[src/rtl/input_filter_channel.sv]
`default_nettype none
// ============================================================================
//  Module      : input_filter_channel
//  Description : One channel of the input conditioner. It has three parts:
//                - a flop-only synchroniser chain;
//                - a stability filter, so the output follows only after
//                  FILTER_LEN consecutive differing samples;
//                - registered one-cycle rise and fall strobes that line up
//                  with the first cycle of the new output level.
//  Ports       : sys_clk   - system clock
//                sys_rst   - synchronous active-high reset
//                in_bit_i  - asynchronous raw input bit
//                out_bit_o - synchronised, filtered level
//                rise_o    - one-cycle strobe, out_bit_o went 0->1
//                fall_o    - one-cycle strobe, out_bit_o went 1->0
//  Revision    : 1.0 - initial release
// ============================================================================
module input_filter_channel #(
    parameter int   SYNC_STAGES = 2,
    parameter int   FILTER_LEN  = 1,
    parameter logic IDLE_BIT    = 1'b0
) (
    input  logic sys_clk,
    input  logic sys_rst,
    input  logic in_bit_i,
    output logic out_bit_o,
    output logic rise_o,
    output logic fall_o
);

    // The counter needs at least one bit, even when FILTER_LEN == 1.
    localparam int CNT_W = (FILTER_LEN > 1) ? $clog2(FILTER_LEN) : 1;
    localparam logic [CNT_W-1:0] CNT_LAST = CNT_W'(FILTER_LEN - 1);

    logic [SYNC_STAGES-1:0] sync_q;
    logic [CNT_W-1:0]       cnt_q, cnt_d;
    logic                   out_q, out_d;
    logic                   rise_q, rise_d;
    logic                   fall_q, fall_d;
    logic                   synced;
    logic                   update;

    assign synced = sync_q[SYNC_STAGES-1];

    // The output takes the new level on the FILTER_LEN-th consecutive
    // differing sample. Any sample that agrees with the output restarts
    // the count, which is how short glitches are rejected.
    always_comb begin
        cnt_d  = cnt_q;
        out_d  = out_q;
        rise_d = 1'b0;
        fall_d = 1'b0;
        update = 1'b0;
        if (synced == out_q) begin
            cnt_d = '0;
        end else if (cnt_q == CNT_LAST) begin
            update = 1'b1;
            out_d  = synced;
            cnt_d  = '0;
            rise_d = synced;
            fall_d = ~synced;
        end else begin
            cnt_d = cnt_q + CNT_W'(1);
        end
    end

    always_ff @(posedge sys_clk) begin
        if (sys_rst) begin
            sync_q <= {SYNC_STAGES{IDLE_BIT}};
            cnt_q  <= '0;
            out_q  <= IDLE_BIT;
            rise_q <= 1'b0;
            fall_q <= 1'b0;
        end else begin
            // Keep this a pure shift register: no logic between the stages.
            sync_q <= {sync_q[SYNC_STAGES-2:0], in_bit_i};
            cnt_q  <= cnt_d;
            out_q  <= out_d;
            rise_q <= rise_d;
            fall_q <= fall_d;
        end
    end

    assign out_bit_o = out_q;
    assign rise_o    = rise_q;
    assign fall_o    = fall_q;

endmodule
`default_nettype wire

[src/rtl/input_conditioner.sv]
`default_nettype none
// ============================================================================
//  Module      : input_conditioner
//  Description : Brings WIDTH asynchronous lines into the sys_clk domain.
//                Each channel has its own synchroniser, glitch filter and
//                edge strobes. The channels are fully independent.
//  Ports       : sys_clk  - system clock
//                sys_rst  - synchronous active-high reset
//                in_line  - [WIDTH] asynchronous raw inputs
//                out_line - [WIDTH] synchronised, filtered levels
//                rise     - [WIDTH] one-cycle 0->1 strobes
//                fall     - [WIDTH] one-cycle 1->0 strobes
//                any_edge - OR of every rise and fall strobe
//  Revision    : 1.0 - initial release
// ============================================================================
module input_conditioner #(
    parameter int               WIDTH       = 4,
    parameter int               SYNC_STAGES = 2,
    parameter int               FILTER_LEN  = 1,
    parameter logic [WIDTH-1:0] IDLE_VAL    = {WIDTH{1'b0}}
) (
    input  logic             sys_clk,
    input  logic             sys_rst,
    input  logic [WIDTH-1:0] in_line,
    output logic [WIDTH-1:0] out_line,
    output logic [WIDTH-1:0] rise,
    output logic [WIDTH-1:0] fall,
    output logic             any_edge
);

    for (genvar gi = 0; gi < WIDTH; gi++) begin : g_chan
        input_filter_channel #(
            .SYNC_STAGES (SYNC_STAGES),
            .FILTER_LEN  (FILTER_LEN),
            .IDLE_BIT    (IDLE_VAL[gi])
        ) u_chan (
            .sys_clk   (sys_clk),
            .sys_rst   (sys_rst),
            .in_bit_i  (in_line[gi]),
            .out_bit_o (out_line[gi]),
            .rise_o    (rise[gi]),
            .fall_o    (fall[gi])
        );
    end

    // The strobes are already registered, so this OR adds no extra flop stage.
    assign any_edge = |(rise | fall);

endmodule
`default_nettype wire
[config.mk]
export PLATFORM = sky130hd
export DESIGN_NAME = input_conditioner
export DESIGN_NICKNAME = d
export VERILOG_FILES = /design/src/rtl/input_filter_channel.sv /design/src/rtl/input_conditioner.sv
export SDC_FILE = /design/constraint.sdc
export NUM_CORES = 1
export LEC_CHECK = 0
export CORE_MARGIN = 2
export CORE_UTILIZATION = 41
export CTS_CLUSTER_DIAMETER = 60
export DETAILED_ROUTE_END_ITERATION = 10
export HOLD_SLACK_MARGIN = 0.05
export PLACE_DENSITY = 0.81
export SETUP_SLACK_MARGIN = 0.05
export SLEW_MARGIN = 20
export SYNTH_ARGS = -nofsm -noshare
export SYNTH_HDL_FRONTEND = slang
export SYNTH_SLANG_ARGS = --single-unit
export TNS_END_PERCENT = 1
[constraint.sdc]
create_clock -name sys_clk -period 0.8 [get_ports sys_clk]
set_clock_uncertainty 0.05 [all_clocks]
set_input_delay 0.12 -clock sys_clk [delete_from_list [all_inputs] [get_ports sys_clk]]
set_output_delay 0.12 -clock sys_clk [all_outputs]
set_load 0.03 [all_outputs]
==> Word-level counts from Yosys, hierarchy flattened <==
Cells that the tools add are included.
{ "word_totals": {"regBits": 24, "out_inout_bits": 13} }
{ "op_classes": {"addsub": 4, "n_eq_ne": 4, "bitwise": 13, "n_reduce_logical": 13} }
{ "op_table": {"columns": ["operator", "n"], "rows": [
  ["3-bit OR reduction", 8],
  ["1-bit NOT", 12],
  ["2-bit AND reduction", 4],
  ["1-bit adder, second input constant", 4],
  ["1-bit equality test", 4],
  ["4-bit OR", 1],
  ["4-bit OR reduction", 1]
]} }

==> Depth between registers and ports, before layout <==
Gate-level depths: netlist (run 1).
{ "depth": {"word_depth": 3, "depth_mapped": 2, "depth_no_buf": 2} }

==> Cells and area by module <==
A second synthesis (run 1) with hierarchy kept.
{ "hier_totals": {"hier_cells": 55, "hier_area_um2": 706.9} }
{ "by_module_without_submodules": {"columns": ["mod", "instances", "cells_each", "area_per_inst_um2", "seq_area_each_um2"], "rows": [
  ["input_filter_channel", 4, 13, 172.7, 120.1],
  ["input_conditioner", 1, 3, 16.3, 0.0]
]} }

==> Worst setup path after synthesis (run 1) <==
OpenSTA, ideal clock, no wires.
{ "synth_timing": {"path_kind": "register -> output", "from": "register g_chan[2].u_chan.fall_q", "to": "output port any_edge", "t_arrival_ns": 0.768, "required_ns": 0.630, "path_slack_ns": -0.138, "stages_incl_launch_ff": 3, "n_path_buf": 0, "path_cell_list": "dfxtp_1 nor4_1 nand2_1"} }
{ "synth_via": {"elab_chain_len": 2} }
{ "synth_lines": {"columns": ["item", "line", "source"], "rows": [
  ["start, declared", "input_filter_channel.sv:39", "logic fall_q, fall_d;"],
  ["start signal, assigned", "input_filter_channel.sv:80", "fall_q <= fall_d;"],
  ["4-bit OR", "input_conditioner.sv:47", "assign any_edge = |(rise | fall);"],
  ["4-bit OR reduction", "input_conditioner.sv:47", null],
  ["end, declared", "input_conditioner.sv:28", "output logic any_edge"]
]} }
Every way passes these cells.

==> Worst setup path after layout (run 1) <==
Ends and elaborated chain as after synthesis.

==> run metrics, run 1 <==
status finished, violations left; failing checks setup timing; Placed Cells 102; slowest cell on the critical path dfxtp_2; Post-Place Setup Slack -620 ps; Final HPWL DP between 600 and 700 um; initial DRC count 0; crit path cell chain nor4_2, nand2_1, buf_6; WL final 1090 um; die area 0.00229 mm^2; vias in the first global route 433; Layout Nets 89; antenna cells 0; Lkg Pwr 0.430 nW; die width 47.8 um; Req. time, crit path 630 ps; DRT Pass-1 Iters 1; slowest stage delay, CP between 300 and 400 ps; grt total ovfl 0; count of final max-slew check failures 0; initial antenna violation count 0; clock share of power 25.1%; clock sinks 24; critical path type register to output pin; Syn. warnings 0; core box area 0.00176 mm^2; CTS clk-pin slew, worst paths 110 ps; Mapped Area 788 um^2; layout cells sized above 1 61.7%; CP max FO 2; Root Driver clkbuf_4; library cells used by synthesis 10; Ports 19; CTS tree done; RSZ-0062 raised after global routing yes; Worst EP arrival 1130 ps; fin util 60.4%; Sw Ratio 21.1%; Combinational Power Share 8.2%; Area Growth Syn to Fin 35.1%; GRT Util Overall 11.0%; number of CTS-inserted buffers 3; sum of negative setup slack -2550 ps; Switch Pwr 0.000399 W; global-route wire length before repair approximately 1600 um; WL/cell 10.3 um; final hold viol count 0; crit path time final 1300 ps; Antenna Nets Post-Route 0; height of the die 47.8 um; DR DRC count 0; final setup fails 13; clk buf depth 2; pin count of the biggest net entering global routing 13; CTS H-tree depth 1; worst hold path class input port to register; internal power 0.00149 W; Seq/Total Area, Yosys 61.0%; post-route setup slack -504 ps; final std cells w/o fill 106; worst hold slack 236 ps; cell accounting for the most synthesized area dfxtp_1; top cells by area, synth dfxtp_1, buf_4, nor4b_1; CP Capture Type output pin; IO buf count 18; Starting Density 44.7%; vias 470; post-synthesis cell count 66; post-synth top area share 61.0%; Synth Area per Inst 11.9 um^2; latest clock arrival within the worst-skew pair 300 ps; flops & latches, synth 24; VDD IR max 0.959 mV; Max Cap Viol 0; power per cell area 1780 mW/mm^2; num rows 15; Post-CTS Hold Fix Bufs 0; Tcrit/Tclk final 163%; sequential share of power 66.7%; vias per cell 4.43; Max Fclk 767 MHz; Routability Congestion ~0.6; CP Launch Type register
## sequential cells by signal, indices dropped and copies added (netlist names)
register / count
g_chan.u_chan.cnt_q: 4
g_chan.u_chan.fall_o: 4
g_chan.u_chan.out_bit_o: 4
g_chan.u_chan.rise_o: 4
g_chan.u_chan.sync_q: 8
## cell usage after synthesis
library cell,n
buf_4,12
buf_6,2
conb_1,1
dfxtp_1,24
mux2i_1,4
nand2_1,1
nor2_1,4
nor2b_1,8
nor4_1,2
nor4b_1,8
## what timing repair did
item                                    in CTS  in global routing
setup buffers                                0                  1
cloned                                       0                  0
pin swaps                                    6                  7
resized for setup                           42                 11
endpoints found under the setup margin      33                 25
## routing by layer
layer / global-route usage (%) / part of all wire [%]
met1: 8.33 / 37
met2: 21.3 / 54
met3: 3.40 / 5.1
met4: 9.73 / 4.2
met5: 0 / 0
## through the flow
stage	total power [W]	instance area (um^2)
3_3_place_gp	0.00142	898
6_report	0.00189	1060
5_1_grt	0.00198	1060
3_5_place_dp	0.00142	898
2_1_floorplan	0.00138	800
4_1_cts	0.00193	1030
## layout by cell type, fill, tap and decap left out
cell	n
nor4_2	2
nor2_1	4
dfxtp_2	16
nor4b_2	7
clkdlybuf4s50_1	4
nor4b_1	1
buf_4	5
buf_6	13
dfxtp_1	4
mux2i_1	4
dlygate4sd2_1	1
nand2_1	1
clkbuf_4	3
conb_1	4
dfxtp_4	4
nor2b_1	8
## cell type report
cell class / count / area (um^2)
tap: 25 / 31.3
clock buffer: 3 / 22.5
fill: 152 / 699
sequential: 24 / 515
multi-input combinational: 31 / 263
timing repair buffer: 23 / 233
## cell families after synthesis
kind of cell / share of synthesized area (%)
other: 0.476
muxes: 5.08
buffers and inverters: 14.3
DFF: 61.0
and+or+nand+nor: 19.2
## power groups by stage
stage               registers (W)  clock network, W   logic, W
floorplan                 0.00128                 0  0.0000965
global placement          0.00128                 0   0.000138
detailed placement        0.00128                 0   0.000139
CTS                       0.00127          0.000505   0.000154
global route              0.00127          0.000547   0.000168
finish                    0.00126          0.000475   0.000156
## worst paths after layout
| path | startpoint | endpoint | slack [ps] | cells after the start |
|---|---|---|---|---|
| setup / recovery | g_chan[2].u_chan.fall_o$_SDFF_PP0_ | any_edge | -500 | 3 |
| hold / removal | sys_rst | g_chan[1].u_chan.out_bit_o$_SDFFE_PP0P_ | 240 | 3 |
| setup reg to reg | g_chan[2].u_chan.cnt_q$_SDFF_PP0_ | g_chan[2].u_chan.out_bit_o$_SDFFE_PP0P_ | 0 | 2 |
| hold reg to reg | g_chan[2].u_chan.sync_q[1]$_SDFF_PP0_ | g_chan[2].u_chan.fall_o$_SDFF_PP0_ | 380 | 1 |
## critical path: cells and delay by family (launching register included)
family / cells / cell delay, ps
flip-flops: 1 / 340
buffers and inverters: 1 / 140
AND/OR/NAND/NOR: 2 / 350
No activity file was read; power rests on OpenSTA's default activity.
==> run 2, diff against run 1 <==
- ABC_CLOCK_PERIOD_IN_PS: unset -> 800
- PLACE_DENSITY: 0.81 -> 0.69
==> run metrics, run 2 (synthesis results as in run 1) <==
Max Fclk 760 MHz (was 767 MHz); commonest non-fill, non-tap cell in the layout buf_6 (was dfxtp_2); Req. time, crit path 630 ps (about the same); Lkg Pwr 0.434 nW (was 0.430 nW); Starting Density 44.7% (unchanged); DRT Pass-1 Iters 2 (was 1); crit path cell chain nor4_4, nand2_1, buf_6 (was nor4_2, nand2_1, buf_6); Hold Crit Start in_line[3] (was sys_rst); number of fill cells 159 (was 152); vias 456 (was 470); Crit path max-delay family flip-flops (was simple AND/OR/NAND/NOR gates); slowest cell on the critical path dfxtp_2 (unchanged); num rows 15 (unchanged); latest clock arrival within the worst-skew pair 300 ps (about the same); CTS H-tree depth 1 (unchanged); vias in the first global route 394 (was 433); RSZ-0062 raised after global routing yes (unchanged); slowest stage delay, CP 350 ps (was 340 ps); global-route wire length before repair 1550 um (was 1640 um); CP Launch Type register (unchanged); initial antenna violation count 0 (unchanged); die area 0.00229 mm^2 (unchanged); pin count of the biggest net entering global routing 14 (was 13); initial DRC count 1 (was 0); Worst EP arrival 1150 ps (was 1130 ps); Tcrit/Tclk final 164% (was 163%); fin util 61.3% (was 60.4%); antenna cells 0 (unchanged); Placed Cells 101 (was 102); Largest register FFs 8 (unchanged); worst hold path class input port to register (unchanged); critical path type register to output pin (unchanged); R2R cell count 2 (unchanged); Hold Path Cell Cnt 2 (was 3); layout cells sized above 1 58.0% (was 61.7%); height of the die 47.8 um (unchanged); CTS clk-pin slew, worst paths 120 ps (was 110 ps); grt total ovfl 0 (unchanged); CTS tree done (unchanged); endpoint of the worst hold path g_chan[3].u_chan.sync_q[0]$_SDFF_PP0_ (was g_chan[1].u_chan.out_bit_o$_SDFFE_PP0P_); clk buf depth 2 (unchanged); status finished, violations left (unchanged); VDD IR max 0.935 mV (was 0.959 mV); Ports 19 (unchanged); vias per cell 4.30 (was 4.43); Post-Place Setup Slack -606 ps (was -620 ps); most frequent cells in the layout buf_6, dfxtp_2, nor2b_1, nor4b_2, dfxtp_1 (was dfxtp_2, buf_6, nor2b_1, nor4b_2, buf_4); final hold viol count 0 (unchanged); CP max FO 2 (unchanged); final std cells w/o fill 106 (unchanged); DR DRC count 0 (unchanged); failing checks setup timing (unchanged); r2r setup slk 10 ps (was 0 ps); Critical R2R Capture g_chan[1].u_chan.out_bit_o$_SDFFE_PP0P_ (was g_chan[2].u_chan.out_bit_o$_SDFFE_PP0P_); post-route setup slack -516 ps (was -504 ps); WL final 1060 um (was 1090 um); Final Power 0.00201 W (was 0.00189 W); Area Growth Syn to Fin 37.3% (was 35.1%); Max Cap Viol 0 (unchanged); Routability Congestion 0.659 (was 0.617); Layout Nets 88 (was 89); die width 47.8 um (unchanged); RR Startpoint g_chan[1].u_chan.cnt_q$_SDFF_PP0_ (was g_chan[2].u_chan.cnt_q$_SDFF_PP0_); number of CTS-inserted buffers 3 (unchanged); core box area 0.00176 mm^2 (unchanged); clock sinks 24 (unchanged); WL/cell 9.97 um (was 10.3 um); count of final max-slew check failures 0 (unchanged); Antenna Nets Post-Route 0 (unchanged); crit path time final 1320 ps (was 1300 ps); Top reg by flops g_chan.u_chan.sync_q (unchanged); final setup fails 13 (unchanged); Buf/Inv on CP 1 (unchanged); power per cell area 1860 mW/mm^2 (was 1780 mW/mm^2); IO buf count 18 (unchanged); GRT Util Overall 10.3% (was 11.0%); CP Capture Type output pin (unchanged); Root Driver clkbuf_4 (unchanged)
run 2: cell count changes in the layout (fill, tap and decap cells not counted), sizes merged:
cell,delta
buf,-1
clkdlybuf4s50,+1
dlygate4sd2,-1
clkbuf,+1
run 2: how the worst max path moves through the flow:
stage	from	to	slack, ps	cells after the start
3_5_place_dp	g_chan[2].u_chan.fall_o$_SDFF_PP0_	any_edge	-610	3
2_1_floorplan	g_chan[2].u_chan.fall_o$_SDFF_PP0_	any_edge	-140	2
4_1_cts	g_chan[3].u_chan.rise_o$_SDFF_PP0_	any_edge	-520	3
5_1_grt	g_chan[2].u_chan.fall_o$_SDFF_PP0_	any_edge	-580	3
6_report	g_chan[2].u_chan.fall_o$_SDFF_PP0_	any_edge	-520	3
3_3_place_gp	g_chan[0].u_chan.fall_o$_SDFF_PP0_	any_edge	-600	3
run 2: through the flow:
step / cell area (um^2) / setup TNS, ps / hold slack (ps)
2_1_floorplan: 800 / -138 / 198
3_3_place_gp: 891 / -5780 / 370
3_5_place_dp: 891 / -5770 / 378
4_1_cts: 1020 / -2710 / 295
5_1_grt: 1080 / -3430 / 291
6_report: 1080 / -2680 / 309
run 2: power by group:
part           switching, W  internal [W]  total, W
clock network      0.000315      0.000277  0.000592
registers         0.0000337       0.00123   0.00126
logic             0.0000661     0.0000881  0.000154
total              0.000415       0.00159   0.00201
run 2: worst register-to-register path: cells and delay by family, from the launching register on:
family	cells	cell delay, ps
mux	1	210
flops	1	390
simple gates	1	50
run 2: cell type report:
cell class / instances / area, um^2 / share of cell area (%)
Clock buffer: 4 / 36.3 / 3.35
Sequential cell: 24 / 510 / 47.2
Multi-Input combinational cell: 31 / 278 / 25.7
Timing Repair Buffer: 22 / 226 / 20.9
Tap cell: 25 / 31.3 / 2.89
run 2: repair_timing:
action,CTS,global route
pin swaps,4,1
setup buffers,0,1
resized for setup,38,12
setup endpoints to repair,25,29
hold buffers,0,0
run 2: layer usage:
| layer | track usage [%] | routed length [um] | vias to the layer above |
|---|---|---|---|
| met5 | 0 | 0 | - |
| met4 | 9.73 | 12 | 0 |
| met3 | 2.26 | 61 | 2 |
| met2 | 16.3 | 537 | 16 |
| met1 | 11.2 | 446 | 204 |
| li1 | - | - | 234 |
==> run 3, diff against run 2 <==
- PLACE_DENSITY: 0.69 -> 0.71
==> run metrics, run 3 (synthesis results as in run 1) <==
CTS H-tree depth 1 (unchanged); Ports 19 (unchanged); layout cells sized above 1 57.3% (was 58.0%); vias per cell 4.47 (was 4.30); Post-CTS Hold Fix Bufs 0 (unchanged); global-route wire length before repair 1670 um (was 1550 um); height of the die 47.8 um (unchanged); Cell Area, Placed 906 um^2 (was 891 um^2); Post-Place Setup Slack -638 ps (was -606 ps); count of final max-slew check failures 0 (unchanged); register area 515 um^2 (was 510 um^2); latest clock arrival within the worst-skew pair 290 ps (was 300 ps); CP max FO 2 (unchanged); die area 0.00229 mm^2 (unchanged); Antenna Nets Post-Route 0 (unchanged); post-route setup slack -501 ps (was -516 ps); pin count of the biggest net entering global routing 13 (was 14); CP Launch Type register (unchanged); Lkg Pwr 0.432 nW (was 0.434 nW); RSZ-0062 raised after global routing yes (unchanged); VDD IR max 0.862 mV (was 0.935 mV); Area Growth Syn to Fin 36.2% (was 37.3%); cell area after layout 0.00107 mm^2 (was 0.00108 mm^2); Routability Congestion 0.694 (was 0.659); initial antenna violation count 0 (unchanged); final hold viol count 0 (unchanged); IO buf count 18 (unchanged); Largest register FFs 8 (unchanged); final std cells w/o fill 107 (was 106); initial DRC count 4 (was 1); Root Driver clkbuf_4 (unchanged); clk buf depth 2 (unchanged); Starting Density 44.7% (unchanged); WL final 1160 um (was 1060 um); failing checks setup timing (unchanged); commonest non-fill, non-tap cell in the layout buf_6 (unchanged); status finished, violations left (unchanged); die width 47.8 um (unchanged); crit path time final 1300 ps (was 1320 ps); GRT Util Overall 10.9% (was 10.3%); critical path type register to output pin (unchanged); CP Capture Type output pin (unchanged); number of fill cells 156 (was 159); Layout Nets 90 (was 88); vias in the first global route 426 (was 394); Max Fclk 769 MHz (was 760 MHz); WL/cell 10.9 um (was 9.97 um); vias 478 (was 456); sum of negative setup slack -2660 ps (was -2680 ps); number of CTS-inserted buffers 3 (unchanged); fin util 60.9% (was 61.3%); DR DRC count 0 (unchanged); CTS tree done (unchanged); Max Cap Viol 0 (unchanged); most frequent cells in the layout buf_6, dfxtp_2, nor2b_1, dfxtp_1, nor4b_2 (was buf_6, dfxtp_2, nor2b_1, nor4b_2, dfxtp_1); worst hold path class input port to register (unchanged); Req. time, crit path 630 ps (about the same); Final HPWL DP around 730 um; Worst EP arrival 1130 ps (was 1150 ps); Top reg by flops g_chan.u_chan.sync_q (unchanged); DRT Pass-1 Iters 2 (unchanged); Tcrit/Tclk final 163% (was 164%); CTS clk-pin slew, worst paths 110 ps (was 120 ps); core box area 0.00176 mm^2 (unchanged); Placed Cells 103 (was 101); num rows 15 (unchanged); grt total ovfl 0 (unchanged); area of the multi-input gates 263 um^2 (was 278 um^2); antenna cells 0 (unchanged); power per cell area 1760 mW/mm^2 (was 1860 mW/mm^2); clock sinks 24 (unchanged); final setup fails 17 (was 13)
==> run 3: cell types whose count changed in the layout (fill, tap and decap cells not counted), sizes merged <==
| cell | before | now |
|---|---|---|
| buf | 17 | 19 |
| clkbuf | 4 | 3 |
==> run 3: cell type report <==
class	count	area share (%)
clock buffer	3	2.10
multi-input combinational	31	24.5
sequential	24	48.0
tap	25	2.91
timing repair buffer	24	22.5
==> run 3: power by group <==
part	switching [W]	internal, W	total (W)
Combinational	0.0000685	0.0000902	0.000159
Sequential	0.0000349	0.00122	0.00126
Clock	0.000297	0.000175	0.000472
Total	0.000401	0.00149	0.00189
==> run 3: metal layers <==
metal	vias up	global-route usage, %	part of all wire (%)	routed length, um
met4	0	6.49	0.95	11
met5	-	0	0	0
li1	239	-	-	-
met2	16	18.4	51	591
met1	221	11.9	43	502
met3	2	3.40	4.9	57
==> run 3: path summary, 6_finish.rpt <==
kind              cells past startpoint                                      end  slack, ps                               start
setup / recovery                      3                                 any_edge       -500  g_chan[2].u_chan.fall_o$_SDFF_PP0_
hold / removal                        2    g_chan[3].u_chan.sync_q[0]$_SDFF_PP0_        320                          in_line[3]
setup reg to reg                      2  g_chan[2].u_chan.out_bit_o$_SDFFE_PP0P_        -20   g_chan[2].u_chan.cnt_q$_SDFF_PP0_
hold reg to reg                       1       g_chan[0].u_chan.fall_o$_SDFF_PP0_        390   g_chan[0].u_chan.cnt_q$_SDFF_PP0_
==> run 3: stage by stage <==
| step | hold WS [ps] | total power [W] |
|---|---|---|
| floorplan | 198 | 0.00138 |
| global placement | 368 | 0.00142 |
| detailed placement | 373 | 0.00143 |
| CTS | 307 | 0.00192 |
| global route | 303 | 0.00197 |
| finish | 315 | 0.00189 |
==> run 3: timing repair <==
action	CTS	global route
endpoints found under the setup margin	30	30
gates resized for setup	36	14
pin swaps	3	2
setup buffers	0	1
==> run 3: critical path: stages (launching register included) <==
cell and delay [ps]:
dfxtp_2 340, nor4_2 250, nand2_1 100, buf_6 150
==> RTL change 1, RTL diff (settings of run 2) <==
`SYNC_STAGES` is set to 2 in 2 places; all go to 4.
--- a/src/rtl/input_filter_channel.sv
+++ b/src/rtl/input_filter_channel.sv
@@ -18,3 +18,3 @@
 module input_filter_channel #(
-    parameter int   SYNC_STAGES = 2,
+    parameter int   SYNC_STAGES = 4,
     parameter int   FILTER_LEN  = 1,
--- a/src/rtl/input_conditioner.sv
+++ b/src/rtl/input_conditioner.sv
@@ -17,3 +17,3 @@
     parameter int               WIDTH       = 4,
-    parameter int               SYNC_STAGES = 2,
+    parameter int               SYNC_STAGES = 4,
     parameter int               FILTER_LEN  = 1,
Formal check against the unedited RTL: not equivalent (a bounded check fails within 4 cycles, from zero or initial values and one cycle with sys_rst high).
==> RTL change 1 against run 2 <==
- the run still ends with negative setup slack left
- wire length up 23%
- setup slack worse by 0.023 ns
- global-route usage up 0.87 points
- sequential cell count up 8
- non-clock buffer count up 1
- combinational power down 25%
- count of clock-buffer cells in the layout up 4
- highest routed layer unchanged
- largest power group unchanged
- design area up 24%
- clock power up 51%
- synthesized area up 30%
- total power up 32%
- critical endpoint unchanged
==> RTL change 1: results (changes against run 2) <==
Vias after detailed routing - 590 (+29%)
Largest stage delay on the critical path - 0.33 ns (-0.02 ns)
Hold Startpoint - sys_rst
Run status - finished with violations
CP delay by family, top - simple AND/OR/NAND/NOR gates
Die area - 2919 µm² (+28%)
Failing checks - negative setup slack
WL/cell - 9.886 µm (-0.86%)
Clk network pwr share - 0.337 (+0.042)
Dpl cells - 123 (+22%)
Filler instances - 214 (+35%)
DR iter-0 viols - 3 (+2)
RD Place Congestion - 0.6999 (+6.2%)
Seq. pwr - 1.64 mW (+30%)
Largest register FFs - 16 (+8)
Met2 usage - 0.1951 (+0.03246)
Global-route wire length before repair - 2208 µm (+42%)
First drt pass iteration count - 4 (+2)
Worst IR Drop VDD - 0.001297 V (+39%)
CP startpoint - g_chan[0].u_chan.rise_o
Nets - 107 (+22%)
Accumulated negative setup slack - -2.835 ns (-0.1571 ns)
WL met3 - 113 µm (+85%)
Clock-pin slew on the worst setup and hold paths - 0.09 ns (-0.03 ns)
Leak pwr - 0.5740 nW (+32%)
Post-route setup slack - -0.5387 ns (-0.02279 ns)
Final setup viols - 13 (unchanged)
WL met1 - 487 µm (+9.2%)
Reg-to-reg startpoint - g_chan[2].u_chan.cnt_q
Syn Area/Cell - 12.36 µm² (+3.5%)
Met3 GRT Util - 0.07500 (+0.05236)
H-tree Lvls - 2 (+1)
Hold slack - 0.1308 ns (-0.1780 ns)
Share of cells above drive strength 1 - 0.4902 (-0.09005)
Total power - 2.657 mW (+32%)
RTL change 1: cell types whose count changed after synthesis, sizes merged:
| cell | run 2 | this run |
|---|---|---|
| and2b | 0 | 8 |
| dfxtp | 24 | 32 |
| buf | 14 | 15 |
RTL change 1: final cells by class:
cell class | instances | area [µm²] | share of cell area
multi-input cells | 39 | 331.6 | 0.2465
well taps | 30 | 37.54 | 0.02791
repair buffers | 23 | 240.2 | 0.1786
clock buffers | 8 | 58.81 | 0.04372
flip-flops and latches | 32 | 676.9 | 0.5033
RTL change 1: repair_timing:
action | in CTS | in global routing
pin swaps | 4 | 7
setup buffers | 0 | 1
gates resized for setup | 34 | 18
setup endpoints to repair | 33 | 33
RTL change 1: cells by family after synthesis:
kind of cell	synth area share
simple gates	0.2183
flops	0.6244
buf+inv	0.1146
mux	0.03903
other cells	0.003655
RTL change 1: worst reg2reg max path, delay by kind of cell (launching register included):
family / cells / cell delay [ns]
and+or+nand+nor: 1 / 0.06
muxes: 1 / 0.18
DFF: 1 / 0.37
==> RTL change 2, RTL diff (config.mk and constraints of run 2) <==
Without the edit above. Register the input `in_line` before use. The logic sees it one clock later.
--- a/src/rtl/input_conditioner.sv
+++ b/src/rtl/input_conditioner.sv
@@ -30,2 +30,8 @@
 
+    logic [WIDTH-1:0] in_line_q;
+
+    always_ff @(posedge sys_clk) begin
+        in_line_q <= in_line;
+    end
+
     for (genvar gi = 0; gi < WIDTH; gi++) begin : g_chan
@@ -38,3 +44,3 @@
             .sys_rst   (sys_rst),
-            .in_bit_i  (in_line[gi]),
+            .in_bit_i  (in_line_q[gi]),
             .out_bit_o (out_line[gi]),
Function: changed (Yosys sat finds a counterexample within 4 cycles, from zero or initial values and one cycle with sys_rst high).
==> RTL change 2 against run 2 <==
- the run still ends with negative setup slack left
- clock power is 11% lower
- synthesized area is 10% higher
- total power is 7.7% higher
- non-clock buffer count is 3 higher
- sequential cell count is 4 higher
- setup slack worse by 0.057 ns
- design area is 9.9% higher
- combinational power is 6% higher
- wire length is 6.6% higher
- critical path type unchanged
==> RTL change 2: results (changes against run 2) <==
Final setup viols - 13 (unchanged)
Post-synthesis mux area share - 0.04611 (-0.004684)
Global-route wire length before repair - 1883 µm (+21%)
Largest net degree at the start of global routing - 16 (+2)
Failing checks - negative setup slack
Accumulated negative setup slack - -3.187 ns (-0.5092 ns)
Register area share after synthesis - 0.6455 (+0.03601)
Routing usage on met1 - 0.1128 (+0.0006612)
RD Place Congestion - 0.6883 (+4.4%)
Post-route setup slack - -0.5725 ns (-0.05661 ns)
Power Dens Cells - 1818 nW/µm² (-2.1%)
Share of cells above drive strength 1 - 0.5862 (+0.005960)
Hold Path Depth - 1 (-1)
Synth top area cells - dfxtp_1, buf_4, nor4b_1
CLK BUF - 3 (-1)
FP Rows - 16 (+1)
Syn Inst Count - 70 (+6.1%)
Nonclk buf count - 25 (+14%)
Synth Register Bits - 28 (+17%)
DR iter-0 viols - 2 (+1)
First drt pass iteration count - 4 (+2)
WL/cell - 9.886 µm (-0.86%)
Total Wirelength - 1127 µm (+6.6%)
Met3 GRT Util - 0.01818 (-0.004460)
Pre-CTS setup slack - -0.6126 ns (-0.006775 ns)
Filler instances - 146 (-8.2%)
NetSw - 0.4529 mW (+9.2%)
Run status - finished with violations
Hold slack - 0.1823 ns (-0.1264 ns)
Worst IR Drop VDD - 0.0009159 V (-2.0%)
WL met1 - 462 µm (+3.6%)
Final design utilization - 0.6004 (-0.01310)
CP arrival - 1.20 ns (+0.05 ns)
Reg-to-reg startpoint - g_chan[2].u_chan.cnt_q
==> RTL change 2: cell count changes in the layout (fill, tap and decap cells not counted) <==
cell | run 2 | this run
buf_6 | 13 | 15
nor4b_1 | 0 | 1
dfxtp_1 | 8 | 9
nor4b_2 | 8 | 7
clkbuf_8 | 1 | 0
dlygate4sd2_1 | 0 | 1
buf_12 | 0 | 1
dfxtp_2 | 12 | 15
clkdlybuf4s50_1 | 5 | 4
==> RTL change 2: repair_timing <==
item | CTS | global route
gates cloned | 0 | 0
hold endpoints to repair | 0 | 0
setup endpoints to repair | 25 | 25
resized for setup | 35 | 20
pin swaps | 5 | 8
==> RTL change 2: power groups by stage <==
stage | Combinational (mW) | Sequential (mW) | Clock, mW
floorplan | 0.0955 | 1.50 | 0
detailed placement | 0.147 | 1.50 | 0
CTS | 0.156 | 1.48 | 0.555
global route | 0.177 | 1.48 | 0.606
finish | 0.164 | 1.47 | 0.526
global placement | 0.145 | 1.50 | 0
